## config.mk

```make
export PLATFORM = sky130hd
export DESIGN_NAME = me_ctrl
export DESIGN_NICKNAME = d
export VERILOG_FILES = /design/src/rtl/me_ctrl.sv
export SDC_FILE = /design/constraint.sdc
export NUM_CORES = 1
export LEC_CHECK = 0
export ABC_AREA = 1
export BUFFER_PORTS_ARGS = -buffer_cell sky130_fd_sc_hd__buf_2
export CAP_MARGIN = 0
export CORE_MARGIN = 2
export CORE_UTILIZATION = 31
export DETAILED_ROUTE_END_ITERATION = 16
export SYNTH_ARGS = -nofsm -noshare
export SYNTH_HDL_FRONTEND = slang
export SYNTH_SLANG_ARGS = --single-unit
```

## constraint.sdc

```tcl
create_clock -name clk -period 1.8 [get_ports clk]
set_input_delay 0.36 -clock clk [delete_from_list [all_inputs] [get_ports clk]]
set_output_delay 0.36 -clock clk [all_outputs]
set_load 0.005 [all_outputs]
```

## src/rtl/me_ctrl.sv

```systemverilog
// ---------------------------------------------------------------------------
// me_ctrl -- player ("me") state controller
//
// Holds the registered player position, visibility, remaining lives and the
// game-over flag. Position moves one STEP per video frame from the direction
// keys and is clamped to the play field. A collision in ALIVE costs a life and
// opens an invincibility window (INV); losing the last life enters OVER, which
// holds until restart.
//
// Optional build macro:
//   ME_BLINK_EN  -- when defined the player blinks during INV
//                   (me_vi follows inv_cnt[2], period 8 frames);
//                   when undefined me_vi stays 1 in INV.
//
// Ports:
//   clk         in   system clock
//   rst         in   asynchronous active-high reset
//   frame_tick  in   one-cycle pulse per video frame (assert at vertical blank)
//   key_left    in   level-sensitive direction key, x decreases
//   key_right   in   level-sensitive direction key, x increases
//   key_up      in   level-sensitive direction key, y decreases
//   key_down    in   level-sensitive direction key, y increases
//   hit         in   one-cycle collision pulse
//   restart     in   one-cycle pulse, reloads all reset values
//   me_x        out  player x relative to play-field left edge (9 bits)
//   me_y        out  player y (9 bits)
//   me_vi       out  player visible
//   me_lifes    out  remaining lives (3 bits)
//   game_over   out  high while in OVER
// ---------------------------------------------------------------------------
module me_ctrl #(
    parameter int ME_W       = 32,
    parameter int ME_H       = 32,
    parameter int X_INIT     = 144,
    parameter int Y_INIT     = 400,
    parameter int STEP       = 4,
    parameter int X_MAX      = 320 - ME_W,
    parameter int Y_MAX      = 480 - ME_H,
    parameter int LIFES_INIT = 3,
    parameter int INV_FRAMES = 120
) (
    input  logic       clk,
    input  logic       rst,
    input  logic       frame_tick,
    input  logic       key_left,
    input  logic       key_right,
    input  logic       key_up,
    input  logic       key_down,
    input  logic       hit,
    input  logic       restart,
    output logic [8:0] me_x,
    output logic [8:0] me_y,
    output logic       me_vi,
    output logic [2:0] me_lifes,
    output logic       game_over
);

    typedef enum logic [1:0] {
        ALIVE = 2'd0,
        INV   = 2'd1,
        OVER  = 2'd2
    } state_t;

    localparam logic [9:0] STEP_W     = 10'(STEP);
    localparam logic [9:0] X_MAX_W    = 10'(X_MAX);
    localparam logic [9:0] Y_MAX_W    = 10'(Y_MAX);
    localparam logic [8:0] X_INIT_W   = 9'(X_INIT);
    localparam logic [8:0] Y_INIT_W   = 9'(Y_INIT);
    localparam logic [2:0] LIFES_W    = 3'(LIFES_INIT);
    localparam logic [7:0] INV_INIT_W = 8'(INV_FRAMES);

    state_t     state, next_state;
    logic [7:0] inv_cnt, next_inv_cnt;
    logic [8:0] next_x, next_y;
    logic [2:0] next_lifes;
    logic       next_vi, next_game_over;

    // One axis of movement. The sum is formed 10 bits wide so that a move
    // past the upper limit is seen before it wraps, then clamped to the limit;
    // a move below zero is clamped to 0.
    function automatic logic [8:0] move_axis(input logic [8:0] pos,
                                             input logic       inc,
                                             input logic       dec,
                                             input logic [9:0] limit);
        logic [9:0] wide;
        logic [9:0] sum;
        wide      = {1'b0, pos};
        sum       = wide + STEP_W;
        move_axis = pos;
        if (inc && !dec) begin
            if (sum > limit)
                move_axis = limit[8:0];
            else
                move_axis = sum[8:0];
        end else if (dec && !inc) begin
            if (wide < STEP_W)
                move_axis = 9'd0;
            else
                move_axis = pos - STEP_W[8:0];
        end
    endfunction

    // State and output registers; everything visible outside is registered.
    always_ff @(posedge clk or posedge rst) begin
        if (rst) begin
            state     <= ALIVE;
            inv_cnt   <= 8'd0;
            me_x      <= X_INIT_W;
            me_y      <= Y_INIT_W;
            me_lifes  <= LIFES_W;
            me_vi     <= 1'b1;
            game_over <= 1'b0;
        end else begin
            state     <= next_state;
            inv_cnt   <= next_inv_cnt;
            me_x      <= next_x;
            me_y      <= next_y;
            me_lifes  <= next_lifes;
            me_vi     <= next_vi;
            game_over <= next_game_over;
        end
    end

    // Next-state logic. Restart wins over everything else. In ALIVE a hit
    // switches to INV with a fresh counter, so a tick in the same cycle moves
    // the player but does not consume invincibility time.
    always_comb begin
        next_state   = state;
        next_inv_cnt = inv_cnt;
        next_x       = me_x;
        next_y       = me_y;
        next_lifes   = me_lifes;

        if (restart) begin
            next_state   = ALIVE;
            next_inv_cnt = 8'd0;
            next_x       = X_INIT_W;
            next_y       = Y_INIT_W;
            next_lifes   = LIFES_W;
        end else begin
            case (state)
                ALIVE: begin
                    if (frame_tick) begin
                        next_x = move_axis(me_x, key_right, key_left, X_MAX_W);
                        next_y = move_axis(me_y, key_down, key_up, Y_MAX_W);
                    end
                    if (hit && me_lifes != 3'd0) begin
                        next_lifes = me_lifes - 3'd1;
                        if (me_lifes == 3'd1) begin
                            next_state = OVER;
                        end else begin
                            next_state   = INV;
                            next_inv_cnt = INV_INIT_W;
                        end
                    end
                end
                INV: begin
                    if (frame_tick) begin
                        next_x       = move_axis(me_x, key_right, key_left, X_MAX_W);
                        next_y       = move_axis(me_y, key_down, key_up, Y_MAX_W);
                        next_inv_cnt = inv_cnt - 8'd1;
                        if (inv_cnt == 8'd1)
                            next_state = ALIVE;
                    end
                end
                default: begin
                end
            endcase
        end
    end

    // Visibility and game-over are derived from the next state so they land
    // in their registers together with it.
    always_comb begin
        next_vi        = 1'b1;
        next_game_over = 1'b0;
        if (next_state == OVER) begin
            next_vi        = 1'b0;
            next_game_over = 1'b1;
        end else if (next_state == INV) begin
`ifdef ME_BLINK_EN
            next_vi = next_inv_cnt[2];
`else
            next_vi = 1'b1;
`endif
        end
    end

endmodule

```

==> impl_metrics.csv <==
group,metric,value,unit
global_routing,first_pass_grt_wire_length,9420,um
drt,route.detailed.wl_per_inst,11.1,um
global_routing,antenna_found_initial,0,
finish,fill_cells,744,
flow_run,maxCapViolCount,0,
synth,synth.lib_cells_used.distinct,32,
placed_design,detailed_placement_hpwl,4140,um
run_status,status,"complete, no violations",
global_routing,first_global_vias,2121,
sta,timing_max_transition_violations_final,0,
worst_setup_path,startpoint,"me_x[4]",
drt,drt_wl_total,5560,um
placed_design,post-place-ws,0.0787,ns
worst_hold_path,hold_path.class,"primary input to async pin",
synth,synth_cell_count_leaders,"102 x nand2_1, 52 x inv_1, 37 x nor2_1, 29 x nand3_1, 21 x dfrtp_1",
sta,hold-worst-slack,0.130,ns
finish,final_layout_size_suffix_gt1_share,25.0,%
synth,synth_largest_area_cell,"dfrtp_1",
finish,antennaDiodeCount,0,
floorplanning,coreArea,7250,um^2
finish,final_core_util,39.1,%
drt,pre_antenna_drt_iters,4,
floorplanning,ios,32,
sta,finalSetupViolations,0,
placed_design,gp_routability_congestion,0.897,
synth,synth-edff-count,0,
synth,syn_inst_count,354,
drt,detail-route-antenna-nets,0,
drt,vias_per_cell,4.60,
synth,synth_top_area_share,22.7,%
worst_setup_path,timing.critical_path.required,2.02,ns
synth,synth_seq_cells,29,
sta,period_share,92.2,%
floorplanning,num_rows,31,
power_and_ir_drop,power_density,682,nW/um^2
clock_network,cts_inserted_buffers,5,
clock_network,clock_latency,0.28,ns
sta,final.setup.worst_slack,0.140,ns
worst_setup_path,path_class,"register to register",
drt,routed_via_count,2312,
worst_setup_path,arrival,1.88,ns
sta,post-route-min-period,1.66,ns
synth,synth.yosys.warnings,0,
worst_setup_path,worst-r2r-cell-count,11,
clock_network,cts_hold_buf,0,
clock_network,cts_root_buf,"clkbuf_8",
worst_setup_path,critical_path_source_type,"register",
placed_design,placed_cells_incl_taps,483,
worst_setup_path,endpoint_of_the_worst_slack_reg_to_reg_timing_path,"me_x[3]",
synth,seq_area_frac_synth,31.8,%
finish,area_growth_from_synthesis_to_layout,22.6,%
finish,nets,421,
placed_design,io_buffers,27,
clock_network,cts.reportedPaths.clkPinSlew,0.07,ns
drt,drcViolationCount,0,
global_routing,grt_max_degree,30,
power_and_ir_drop,worst_ir_drop_vdd,0.331,mV
worst_setup_path,critical_path_peak_fanout,8,
clock_network,tritoncts,"done",
synth,synthTopCellsByArea,"dfrtp_1 23%, nand2_1 17%, dfstp_2 9.1%, inv_1 8.4%, nand3_1 6.3%",
worst_setup_path,r2r_setup_slack,0.14,ns
sta,fin_skew,0.00827,ns
worst_setup_path,crit_path_end_kind,"register",
synth,synthesis.area,2310,um^2
clock_network,clk_path_buf_depth,2,
power_and_ir_drop,p_leak,1.50,nW
finish,instances_no_fill,503,
floorplanning,die_height,90.4,um
synth,postSynth.asyncResetShare,100,%
clock_network,cts_htree_levels,2,
floorplanning,floorplan.die_area,8170,um^2
power_and_ir_drop,total_power,0.00193,W
sta,finalHoldViolCount,0,
finish,layout.area.seq,738,um^2
synth,ys_dominant_reg_cell,"dfrtp_1",
synth,postSynthAreaPerCell,6.54,um^2
finish,multiInputGateArea,1340,um^2
global_routing,globalRoute.totalOverflow,0,
worst_setup_path,rr_startpoint,"me_x[4]",
drt,initialDrtViolationCount,126,
sta,fmax,602,MHz
floorplanning,fp.dieW,90.4,um
floorplanning,start_util,31.9,%
synth,post-synth-top-count-cell,"nand2_1",
global_routing,track_usage,13.9,%
clock_network,clkSinkCount,29,
## registers in the layout, summed over array words and instances (netlist names)
name,cells
me_lifes,3
game_over,1
inv_cnt,8
state,2
me_x,7
me_y,7
me_vi,1
## logic make-up after synthesis
family / Yosys count / share of synthesized area (%)
AND/OR/NAND/NOR: 203 / 39.6
flip-flops: 29 / 31.8
buffers and inverters: 68 / 12.7
XOR/XNOR: 4 / 1.51
AO/OA/AOI/OAI: 40 / 9.30
adder cells (fa/ha/maj): 9 / 4.87
other: 1 / 0.162
## power by group
group | internal [W] | total [W] | switching [W]
registers | 0.000721 | 0.000782 | 0.0000607
logic | 0.000224 | 0.000552 | 0.000328
clock network | 0.000345 | 0.000600 | 0.000255
## per-layer routing
| layer | track usage [%] | share of wire (%) | vias to the layer above |
|---|---|---|---|
| met5 | 0 | 0 | - |
| met3 | 2.84 | 3.4 | 7 |
| met4 | 5.38 | 1.5 | 0 |
| met1 | 18.1 | 48 | 1049 |
| met2 | 22.6 | 47 | 52 |
| li1 | - | - | 1204 |
## area by class of cell
cell class              count  area share [%]
multi-input cells         260            47.2
repair buffers             49            11.2
clock buffers               7            3.40
flip-flops and latches     29            26.0
well taps                  99            4.37
clock inverters             1           0.177
inverters                  58            7.68
## worst max-delay path, cell delays in order (launching register included)
cell,delay [ns]
dfstp_2,0.60
buf_4,0.13
nand2_1,0.04
nor2_1,0.14
nand3_1,0.11
nand2_1,0.11
nand3_1,0.09
nand2_2,0.09
nand2_1,0.05
nand2_1,0.10
nand2_1,0.06
nand2_1,0.06
## cell usage in the layout, fill, tap and decap left out, drive strengths merged, types with 7 or more instances in the layout
cell / netlist / routed
nand2: 112 / 112
inv: 58 / 58
buf: 10 / 49
nor2: 42 / 42
nand3: 30 / 30
dfrtp: 21 / 21
o21ai: 21 / 21
a21oi: 14 / 14
nor3: 9 / 9
ha: 9 / 9
dfstp: 8 / 8
nand4: 7 / 7
clkbuf: 0 / 7
## through the flow
step           TNS [ns]  cell area (um^2)
4_1_cts               0              2680
6_report              0              2840
2_1_floorplan         0              2320
5_1_grt        -0.00583              2840
3_3_place_gp          0              2580
3_5_place_dp          0              2580
## what timing repair did
item | in CTS | in global routing
resized for setup | 0 | 18
hold endpoints to repair | 0 | 0
setup buffers | 0 | 12
endpoints found under the setup margin | 0 | 16
## worst max path at each step
stage / end / slack, ns / cells after the start
finish: me_x[3] / 0.14 / 11
global route: inv_cnt[6] / -0.006 / 10
CTS: inv_cnt[6] / 0.08 / 9
detailed placement: inv_cnt[6] / 0.08 / 9
global placement: inv_cnt[6] / 0.14 / 9
floorplan: inv_cnt[6] / 0.25 / 9
Power figures use the tool's default switching activity.
